## src/rtl/uart_tx_pkg.sv

```systemverilog
`default_nettype none
// ============================================================================
// Module      : uart_tx_pkg
// Description : Shared 8N1 frame constants and transmitter FSM state encoding.
// Revision    : 1.0 - initial release
// ============================================================================
package uart_tx_pkg;

  localparam int   DATA_BITS   = 8;
  localparam logic START_LEVEL = 1'b0;
  localparam logic STOP_LEVEL  = 1'b1;
  localparam logic IDLE_LEVEL  = 1'b1;

  typedef enum logic [1:0] {
    IDLE  = 2'd0,
    START = 2'd1,
    DATA  = 2'd2,
    STOP  = 2'd3
  } tx_state_t;

endpackage
`default_nettype wire

```

## src/rtl/uart_tx_fifo.sv

```systemverilog
`default_nettype none
// ============================================================================
// Module      : uart_tx_fifo
// Description : Small synchronous FIFO; full/empty decoded from a registered
//               occupancy count so they carry no path from wr_en/rd_en.
// Revision    : 1.0 - initial release
// ============================================================================
module uart_tx_fifo #(
  parameter int DEPTH = 4,
  parameter int WIDTH = 8
) (
  input  logic             clk,
  input  logic             rst,
  input  logic             wr_en,
  input  logic [WIDTH-1:0] wr_data,
  input  logic             rd_en,
  output logic [WIDTH-1:0] rd_data,
  output logic             full,
  output logic             empty
);

  localparam int AW = $clog2(DEPTH);
  localparam int CW = AW + 1;
  // DEPTH is a power of two, so the full count is a single MSB set
  localparam logic [CW-1:0] FULL_COUNT = {1'b1, {AW{1'b0}}};

  logic [WIDTH-1:0] mem [DEPTH];
  logic [AW-1:0]    wr_ptr;
  logic [AW-1:0]    rd_ptr;
  logic [CW-1:0]    count;
  logic             wr_ok;
  logic             rd_ok;

  assign wr_ok   = wr_en & ~full;
  assign rd_ok   = rd_en & ~empty;
  assign full    = (count == FULL_COUNT);
  assign empty   = (count == '0);
  assign rd_data = mem[rd_ptr];

  // Pointers wrap naturally modulo DEPTH; count tracks occupancy
  always_ff @(posedge clk) begin
    if (rst) begin
      wr_ptr <= '0;
      rd_ptr <= '0;
      count  <= '0;
    end else begin
      if (wr_ok) wr_ptr <= wr_ptr + AW'(1);
      if (rd_ok) rd_ptr <= rd_ptr + AW'(1);
      case ({wr_ok, rd_ok})
        2'b10:   count <= count + CW'(1);
        2'b01:   count <= count - CW'(1);
        default: count <= count;
      endcase
    end
  end

  // Storage array; contents are don't-care until written
  always_ff @(posedge clk) begin
    if (wr_ok) mem[wr_ptr] <= wr_data;
  end

endmodule
`default_nettype wire

```

## src/rtl/uart_tx.sv

```systemverilog
`default_nettype none
// ============================================================================
// Module      : uart_tx
// Description : 8N1 UART transmitter with a byte FIFO ahead of the shifter.
//               Back-to-back frames are contiguous; txd and busy registered.
// Revision    : 1.0 - initial release
// ============================================================================
module uart_tx
  import uart_tx_pkg::*;
#(
  parameter int BIT_CLK    = 87,
  parameter int FIFO_DEPTH = 4
) (
  input  logic       clk,
  input  logic       rst,
  input  logic [7:0] txdata,
  input  logic       txvalid,
  output logic       txready,
  output logic       txd,
  output logic       busy
);

  localparam logic [15:0] BIT_LAST = 16'(BIT_CLK - 1);
  localparam logic [2:0]  IDX_LAST = 3'(DATA_BITS - 1);

  logic       fifo_full;
  logic       fifo_empty;
  logic [7:0] fifo_rd_data;
  logic       push;
  logic       pop;

  tx_state_t   state, state_n;
  logic [7:0]  shift, shift_n;
  logic [15:0] bit_cnt, bit_cnt_n;
  logic [2:0]  bit_idx, bit_idx_n;
  logic        txd_n;
  logic        bit_done;

  // txready depends only on registered FIFO occupancy
  assign txready  = ~fifo_full;
  assign push     = txvalid & ~fifo_full & ~rst;
  assign bit_done = (bit_cnt == BIT_LAST);

  uart_tx_fifo #(
    .DEPTH (FIFO_DEPTH),
    .WIDTH (8)
  ) u_fifo (
    .clk     (clk),
    .rst     (rst),
    .wr_en   (push),
    .wr_data (txdata),
    .rd_en   (pop),
    .rd_data (fifo_rd_data),
    .full    (fifo_full),
    .empty   (fifo_empty)
  );

  // Frame sequencing: next state, shifter, counters and the next line level
  always_comb begin
    state_n   = state;
    shift_n   = shift;
    bit_cnt_n = bit_cnt;
    bit_idx_n = bit_idx;
    txd_n     = txd;
    pop       = 1'b0;
    case (state)
      IDLE: begin
        txd_n = IDLE_LEVEL;
        if (!fifo_empty) begin
          pop       = 1'b1;
          shift_n   = fifo_rd_data;
          bit_cnt_n = '0;
          bit_idx_n = '0;
          state_n   = START;
          txd_n     = START_LEVEL;
        end
      end
      START: begin
        if (bit_done) begin
          bit_cnt_n = '0;
          state_n   = DATA;
          txd_n     = shift[0];
        end else begin
          bit_cnt_n = bit_cnt + 16'd1;
          txd_n     = START_LEVEL;
        end
      end
      DATA: begin
        if (bit_done) begin
          bit_cnt_n = '0;
          shift_n   = {1'b0, shift[7:1]};
          if (bit_idx == IDX_LAST) begin
            state_n = STOP;
            txd_n   = STOP_LEVEL;
          end else begin
            bit_idx_n = bit_idx + 3'd1;
            txd_n     = shift[1];
          end
        end else begin
          bit_cnt_n = bit_cnt + 16'd1;
        end
      end
      STOP: begin
        if (bit_done) begin
          bit_cnt_n = '0;
          // Chain straight into the next start bit when a byte is waiting
          if (!fifo_empty) begin
            pop       = 1'b1;
            shift_n   = fifo_rd_data;
            bit_idx_n = '0;
            state_n   = START;
            txd_n     = START_LEVEL;
          end else begin
            state_n = IDLE;
            txd_n   = IDLE_LEVEL;
          end
        end else begin
          bit_cnt_n = bit_cnt + 16'd1;
          txd_n     = STOP_LEVEL;
        end
      end
      default: begin
        state_n = IDLE;
        txd_n   = IDLE_LEVEL;
      end
    endcase
  end

  // State register; txd is registered here so the line never glitches
  always_ff @(posedge clk) begin
    if (rst) begin
      state   <= IDLE;
      shift   <= '0;
      bit_cnt <= '0;
      bit_idx <= '0;
      txd     <= IDLE_LEVEL;
    end else begin
      state   <= state_n;
      shift   <= shift_n;
      bit_cnt <= bit_cnt_n;
      bit_idx <= bit_idx_n;
      txd     <= txd_n;
    end
  end

  // busy reflects the previous cycle's state and occupancy
  always_ff @(posedge clk) begin
    if (rst) busy <= 1'b0;
    else     busy <= (state != IDLE) || !fifo_empty;
  end

endmodule
`default_nettype wire

```

## config.mk

```make
export PLATFORM = sky130hd
export DESIGN_NAME = uart_tx
export DESIGN_NICKNAME = d
export VERILOG_FILES = /design/src/rtl/uart_tx_pkg.sv /design/src/rtl/uart_tx_fifo.sv /design/src/rtl/uart_tx.sv
export SDC_FILE = /design/constraint.sdc
export NUM_CORES = 1
export LEC_CHECK = 0
export CAP_MARGIN = 5
export CELL_PAD_IN_SITES_DETAIL_PLACEMENT = 2
export CELL_PAD_IN_SITES_GLOBAL_PLACEMENT = 2
export CORE_ASPECT_RATIO = 1.75
export CORE_MARGIN = 4
export CORE_UTILIZATION = 33
export CTS_CLUSTER_SIZE = 40
export DETAILED_ROUTE_END_ITERATION = 10
export HOLD_SLACK_MARGIN = 0.15
export PLACE_DENSITY = 0.63
export SLEW_MARGIN = 30
export SYNTH_ARGS = -nofsm -noshare
export SYNTH_HDL_FRONTEND = slang
export SYNTH_HIERARCHICAL = 1
export SYNTH_SLANG_ARGS = --single-unit
```

## constraint.sdc

```tcl
create_clock -name clk -period 5 [get_ports clk]
set_input_delay 0.75 -clock clk [delete_from_list [all_inputs] [get_ports clk]]
set_output_delay 0.75 -clock clk [all_outputs]
set_load 0.1 [all_outputs]
```

### Word-level counts from Yosys, hierarchy flattened

Memories as Yosys holds them, arrays and structs flattened. A register that Yosys moved wholly into a read port is not among the register bits.
Cells that the tools add are included.

| storage, ports and cells | value |
|---|---|
| register bits after elaboration | 38 |
| RAM bits | 32 |
| input bits | 11 |
| output and inout bits | 3 |
| logic and storage cells | 81 |
| memories kept | 1 |

Memories:

| memory | words | bits a word | read ports | clocked after Yosys merged registers in | write ports | RTL line | RTL |
|---|---|---|---|---|---|---|---|
| u_fifo.mem | 4 | 8 | 1 | 1 | 1 | uart_tx_fifo.sv:27 | `logic [WIDTH-1:0] mem [DEPTH];` |

| cells by class | value |
|---|---|
| add/subtract/negate cells | 6 |
| eq/ne operators | 14 |
| multiplexer cells | 33 |
| bitwise gates (word level) | 7 |
| reduce and logical (&&, ||, !) cells | 11 |

Operators with widths:

| cell | number |
|---|---|
| 2-to-1 mux 16 bit | 2 |
| case mux 16 bit (2 select lines) | 1 |
| 2-to-1 mux 8 bit | 3 |
| case mux 8 bit (3 select lines) | 1 |
| adder 16 x 1 -> 16 bit, second input constant | 1 |
| == test 16 x 7 -> 1 bit, second input constant | 1 |
| 2-to-1 mux 2 bit | 7 |
| 2-to-1 mux 3 bit | 4 |
| != test 2 bit, second input constant | 6 |
| 2-to-1 mux 1 bit | 10 |
| case mux 3 bit (3 select lines) | 1 |
| case mux 2 bit (4 select lines) | 1 |
| adder 3 x 1 -> 3 bit, second input constant | 2 |
| == test 2 bit, second input constant | 3 |
| == test 3 bit, second input constant | 2 |
| case mux 3 bit (2 select lines) | 1 |
| AND reduction 5 bit | 1 |
| adder 2 x 1 -> 2 bit, second input constant | 2 |
| bitwise AND 1 bit | 4 |
| == test 2 x 1 -> 1 bit, second input constant | 2 |
| case mux 1 bit (4 select lines) | 1 |
| AND reduction 4 bit | 1 |
| nonzero test 2 bit | 2 |
| logical NOT 3 bit | 1 |
| other kinds (9) | 11 |

### Longest topological paths before layout

| depth | value |
|---|---|
| depth after elaboration | 7 |
| depth in mapped cells | 14 |
| gate-level depth less buffers | 14 |

### Modules after synthesis

Netlist, hierarchy kept.

By module, submodules not included:

| module | instances | cells each | area each (µm²) | seq. area each (µm²) |
|---|---|---|---|---|
| uart_tx | 1 | 191 | 1727.9 | 620.6 |
| uart_tx_fifo | 1 | 96 | 1635.3 | 1141.1 |

### Worst setup path before layout

No wires, ideal clock.

| timing path | value |
|---|---|
| kind | register -> register |
| start point | register bit_cnt[0] |
| end point | register u_fifo.count[2] |
| library setup time | 70 ps |
| data arrival time | 2650 ps |
| data required time | 4930 ps |
| path slack | 2280 ps |
| cell stages (with the launch flop) | 15 |
| buffers on the path | 0 |
| period minus slack after synthesis | 2720 ps |
| path through | dfxtp_1 > inv_1 > ha_1 > and4bb_2 > and4_1 > a21oi_1 > nor3_1 > o31ai_2 > inv_1 > ha_1 > inv_1 > fa_1 > xor2_1 > or3_1 > a21oi_1 |

| between the ends | value |
|---|---|
| longest elaborated chain between the ends | 6 |
| elaborated cells between the ends (all ways) | 8 |
| classes of those cells | eq/ne (3); mux (3); bitwise (1); reduce/logical (1) |

Ends and longest elaborated chain:

| item | RTL line | RTL |
|---|---|---|
| start, declared | uart_tx.sv:34 | `logic [15:0] bit_cnt, bit_cnt_n;` |
| start signal, assigned | uart_tx.sv:140 | `bit_cnt <= bit_cnt_n;` |
| == test 16 x 7 -> 1 bit (*) | uart_tx.sv:42 | `assign bit_done = (bit_cnt == BIT_LAST);` |
| 2-to-1 mux 1 bit (*) | uart_tx.sv:104 | `if (bit_done) begin` |
| case mux 1 bit (2 select lines) (*) | uart_tx.sv:66 | `case (state)` |
| named net pop | uart_tx.sv:30 | `logic pop;` |
| bitwise AND 1 bit (*) | uart_tx_fifo.sv:35 | `assign rd_ok = rd_en & ~empty;` |
| named net u_fifo.rd_ok | uart_tx_fifo.sv:32 | `logic rd_ok;` |
| == test 2 x 1 -> 1 bit / == test 2 bit (equally long branches) | uart_tx_fifo.sv:49 | `case ({wr_ok, rd_ok})` |
| case mux 3 bit (2 select lines) / nonzero test 2 bit (equally long branches) | n/a |  |
| end signal, assigned | uart_tx_fifo.sv:50 | `2'b10: count <= count + CW'(1);` |
| end signal, assigned | uart_tx_fifo.sv:51 | `2'b01: count <= count - CW'(1);` |
| end signal, assigned | uart_tx_fifo.sv:52 | `default: count <= count;` |
| end, declared | uart_tx_fifo.sv:30 | `logic [CW-1:0] count;` |

The timed path passes the listed nets; every way through them passes the cells marked *.
A chain may end at the register's enable or synchronous reset.

### Final worst setup path

| timing path | value |
|---|---|
| start point | register bit_cnt[1] |
| end point | register u_fifo.count[2] |

Same word-level chain as after synthesis.

==> summary.txt <==
mean area per synthesized cell = 11.7 um2
CP Max Fanout = 5
Iter 0 DRT Violations = 65
number of buffers inserted by port buffering = 13
Net Switching = 0.683 mW
dpl hpwl = 5.82 mm
proportion of power drawn by the clock network = 32.3%
Nets = 326
Clock Sinks = 72
setup TNS after final layout = 0 ps
drt drc = 0
Slew headroom = 34.5%
number of buffers between clock root and the deepest sink = 2
clock insertion delay at the later pin of the skew report = 340 ps
Fmax achieved = 326 MHz
Flop pwr share = 38.2%
CTS Hold Buffers Added = 0
switching fraction of total power = 35.7%
placement row count = 48
Worst Setup Path Type = reg -> reg
via/cell ratio = 5.46
Hold Worst Slack = 491 ps
number of hold-slack violations in the final timing report = 0
Tightest Pin Transition = 980 ps
GR Util met3 = 1.86%
predominant post-synthesis flop cell = sky130_fd_sc_hd__dfxtp_1
detailed-route wire length = 8.10 mm
Post-CTS Setup Inserts = 0
number of distinct library cells after synthesis = 51
Gate Count Post-Synth = 287
type of the most critical hold path = reg -> reg
leading cell types in the layout, fill and taps excluded = 40 x sky130_fd_sc_hd__dfxtp_1, 32 x sky130_fd_sc_hd__edfxtp_1, 25 x sky130_fd_sc_hd__nor2_1
final RePlAce weighted congestion = 0.764
number of slew-limit violations in the final report = 0
maxcap violations = 0
GR Layer Usage met1 = 14.9%
leakage power summed over all cells = 1.24 nW
clock root buffer = sky130_fd_sc_hd__clkbuf_16
VDD IR-drop max = 0.000202 V
H-tree lvl count = 3
number of buffers created by CTS = 9
fraction of post-synthesis cell area in the top cell type by area = 28.6%
via total after detailed routing = 2,347
die boundary width = 84.3 um
Power Internal = 1.23 mW
all-layer global routing usage = 14.6%
biggest area consumer among synthesized cells = sky130_fd_sc_hd__edfxtp_1
data arrival at the endpoint of the critical path = 3330 ps
Reg2Reg Setup Slack = 1930 ps
gr ovfl total = 0
CTS tree = done
num ports = 14
share of post-route cells with drive strength above 1 = 13.8%
initial antenna violation count = 0
post-synthesis async set-or-reset flop share = 0%
power share of the combinational group = 29.5%
Power Density = 491 nW/um2
total iterations of the first detailed-routing run = 4
share of the clock period used by the worst path after layout = 61.4%
n_diodes = 0
vias in the first global route = 2,579
count of flip-flops with a built-in enable after synthesis = 32
initial core utilization = 33.9%
most crowded layer after global routing = met2
proportion of synthesized chip area in sequential cells = 52.4%
top cells by area, synth = sky130_fd_sc_hd__edfxtp_1 29%, sky130_fd_sc_hd__dfxtp_1 24%, sky130_fd_sc_hd__mux4_2 5.4%, sky130_fd_sc_hd__ha_1 5.2%, sky130_fd_sc_hd__a311oi_1 2.9%
total power draw = 1.91 mW
synthesis-to-layout area growth = 15.8%
Synth Cell Area = 3360 um2
most frequent standard cell in the layout excluding fill and tap cells = sky130_fd_sc_hd__dfxtp_1
pin count of the biggest net entering global routing = 40
Synthesized Nets = 313
data required time of the worst path = 5260 ps
setup repair after global routing missed its margin = no
Die Span Y = 142 um
clock skew = 8.31 ps
nature of the critical path endpoint = flip-flop
post-cts repair resize count = 0
final setup violating endpoints = 0
yosys warns = 6
global-route wire length before repair = 13.4 mm
min cycle time layout = 3070 ps
GR Layer Usage met2 = 28.1%
Core ar. = 9910 um2
CP Launch Type = flip-flop
number of synthesized register bits = 72
Total Die Area = 11,900 um2
average routed wire per standard cell = 18.8 um
number of routed nets with antenna violations = 0
result of the run = finished, final reports clean
clock-pin transition on the worst setup and hold timing paths = 70 ps
## worst paths after layout
path | startpoint | cells after the start | to
max | bit_cnt[1]$_SDFFE_PP0N_ | 13 | u_fifo/count[2]$_SDFFE_PP0P_
min reg2reg | bit_idx[2]$_SDFFE_PP0P_ | 1 | bit_idx[2]$_SDFFE_PP0P_
min | bit_idx[2]$_SDFFE_PP0P_ | 1 | bit_idx[2]$_SDFFE_PP0P_
max reg2reg | bit_cnt[1]$_SDFFE_PP0N_ | 13 | u_fifo/count[2]$_SDFFE_PP0P_
## kinds of logic after synthesis
group,Yosys count,synth area share [%]
compound gates,70,15.2
fa+ha+maj,15,5.80
xor+xnor,3,0.781
simple gates,81,14.0
mux,18,8.37
flops,72,52.4
buf+inv,28,3.53
## synthesized netlist by cell type (2+ instances only)
cell	instances
sky130_fd_sc_hd__dfxtp_1	40
sky130_fd_sc_hd__edfxtp_1	32
sky130_fd_sc_hd__nor2_1	25
sky130_fd_sc_hd__a21oi_1	18
sky130_fd_sc_hd__inv_1	15
sky130_fd_sc_hd__ha_1	14
sky130_fd_sc_hd__nand2_1	14
sky130_fd_sc_hd__o21ai_0	13
sky130_fd_sc_hd__a311oi_1	11
sky130_fd_sc_hd__mux2i_1	9
sky130_fd_sc_hd__a211oi_1	8
sky130_fd_sc_hd__mux4_2	8
sky130_fd_sc_hd__and2_1	6
sky130_fd_sc_hd__nand2b_1	6
sky130_fd_sc_hd__nand3_1	6
sky130_fd_sc_hd__clkbuf_1	5
sky130_fd_sc_hd__a41oi_1	4
sky130_fd_sc_hd__buf_2	4
sky130_fd_sc_hd__nor3_1	3
sky130_fd_sc_hd__or2_2	3
sky130_fd_sc_hd__or3_1	3
sky130_fd_sc_hd__xor2_1	3
sky130_fd_sc_hd__a211oi_2	2
sky130_fd_sc_hd__a22o_1	2
sky130_fd_sc_hd__a31oi_1	2
sky130_fd_sc_hd__and4_1	2
sky130_fd_sc_hd__and4bb_2	2
sky130_fd_sc_hd__buf_1	2
sky130_fd_sc_hd__nand4b_1	2
sky130_fd_sc_hd__nor3_2	2
## flip-flops by register name, indices dropped and copies added, names as in the netlist, 2 cells and up, named ones only
signal         count
u_fifo/count       3
u_fifo/mem        32
u_fifo/wr_ptr      2
state              2
bit_idx            3
bit_cnt           16
shift              8
u_fifo/rd_ptr      2
## cell type report
| class | instances | area (um2) |
|---|---|---|
| Fill cell | 1036 | 6010 |
| Timing Repair Buffer | 15 | 145 |
| Sequential cell | 72 | 1760 |
| Clock buffer | 9 | 225 |
| Inverter | 15 | 56.3 |
| Clock inverter | 7 | 61.3 |
| Multi-Input combinational cell | 187 | 1490 |
| Tap cell | 125 | 156 |
## critical path, stage by stage, from the launching register on
cell and delay [ps]:
sky130_fd_sc_hd__dfxtp_1 410, sky130_fd_sc_hd__ha_1 170, sky130_fd_sc_hd__and4bb_2 300, sky130_fd_sc_hd__and4_1 310, sky130_fd_sc_hd__a21oi_1 100, sky130_fd_sc_hd__nor3_1 240, sky130_fd_sc_hd__o31ai_2 140, sky130_fd_sc_hd__inv_1 80
sky130_fd_sc_hd__ha_1 180, sky130_fd_sc_hd__inv_1 70, sky130_fd_sc_hd__fa_1 370, sky130_fd_sc_hd__xor2_1 150, sky130_fd_sc_hd__or3_1 320, sky130_fd_sc_hd__a21oi_1 150
## per-stage QoR
stage	utilization (%)	cells	worst slack (ps)	instance area [um2]
2_1_floorplan	-	287	2280	3360
3_3_place_gp	36.4	414	2050	3600
3_5_place_dp	36.4	414	1980	3600
4_1_cts	39.2	430	1940	3890
5_1_grt	39.3	430	1710	3900
6_report	39.3	430	1930	3900
## power groups by stage
stage               Clock [mW]  Sequential [mW]  Combinational [mW]
CTS                      0.641            0.733               0.575
global route             0.669            0.741               0.629
finish                   0.618            0.731               0.563
floorplan                    0            0.771               0.398
global placement             0            0.743               0.561
detailed placement           0            0.745               0.571
## per-layer routing
layer,part of all wire (%),wire length (um)
met1,38,3080
met2,58,4720
met3,1.5,118
met4,2.1,174
met5,0,0
Note: power is estimated with default switching activity, not from simulation.
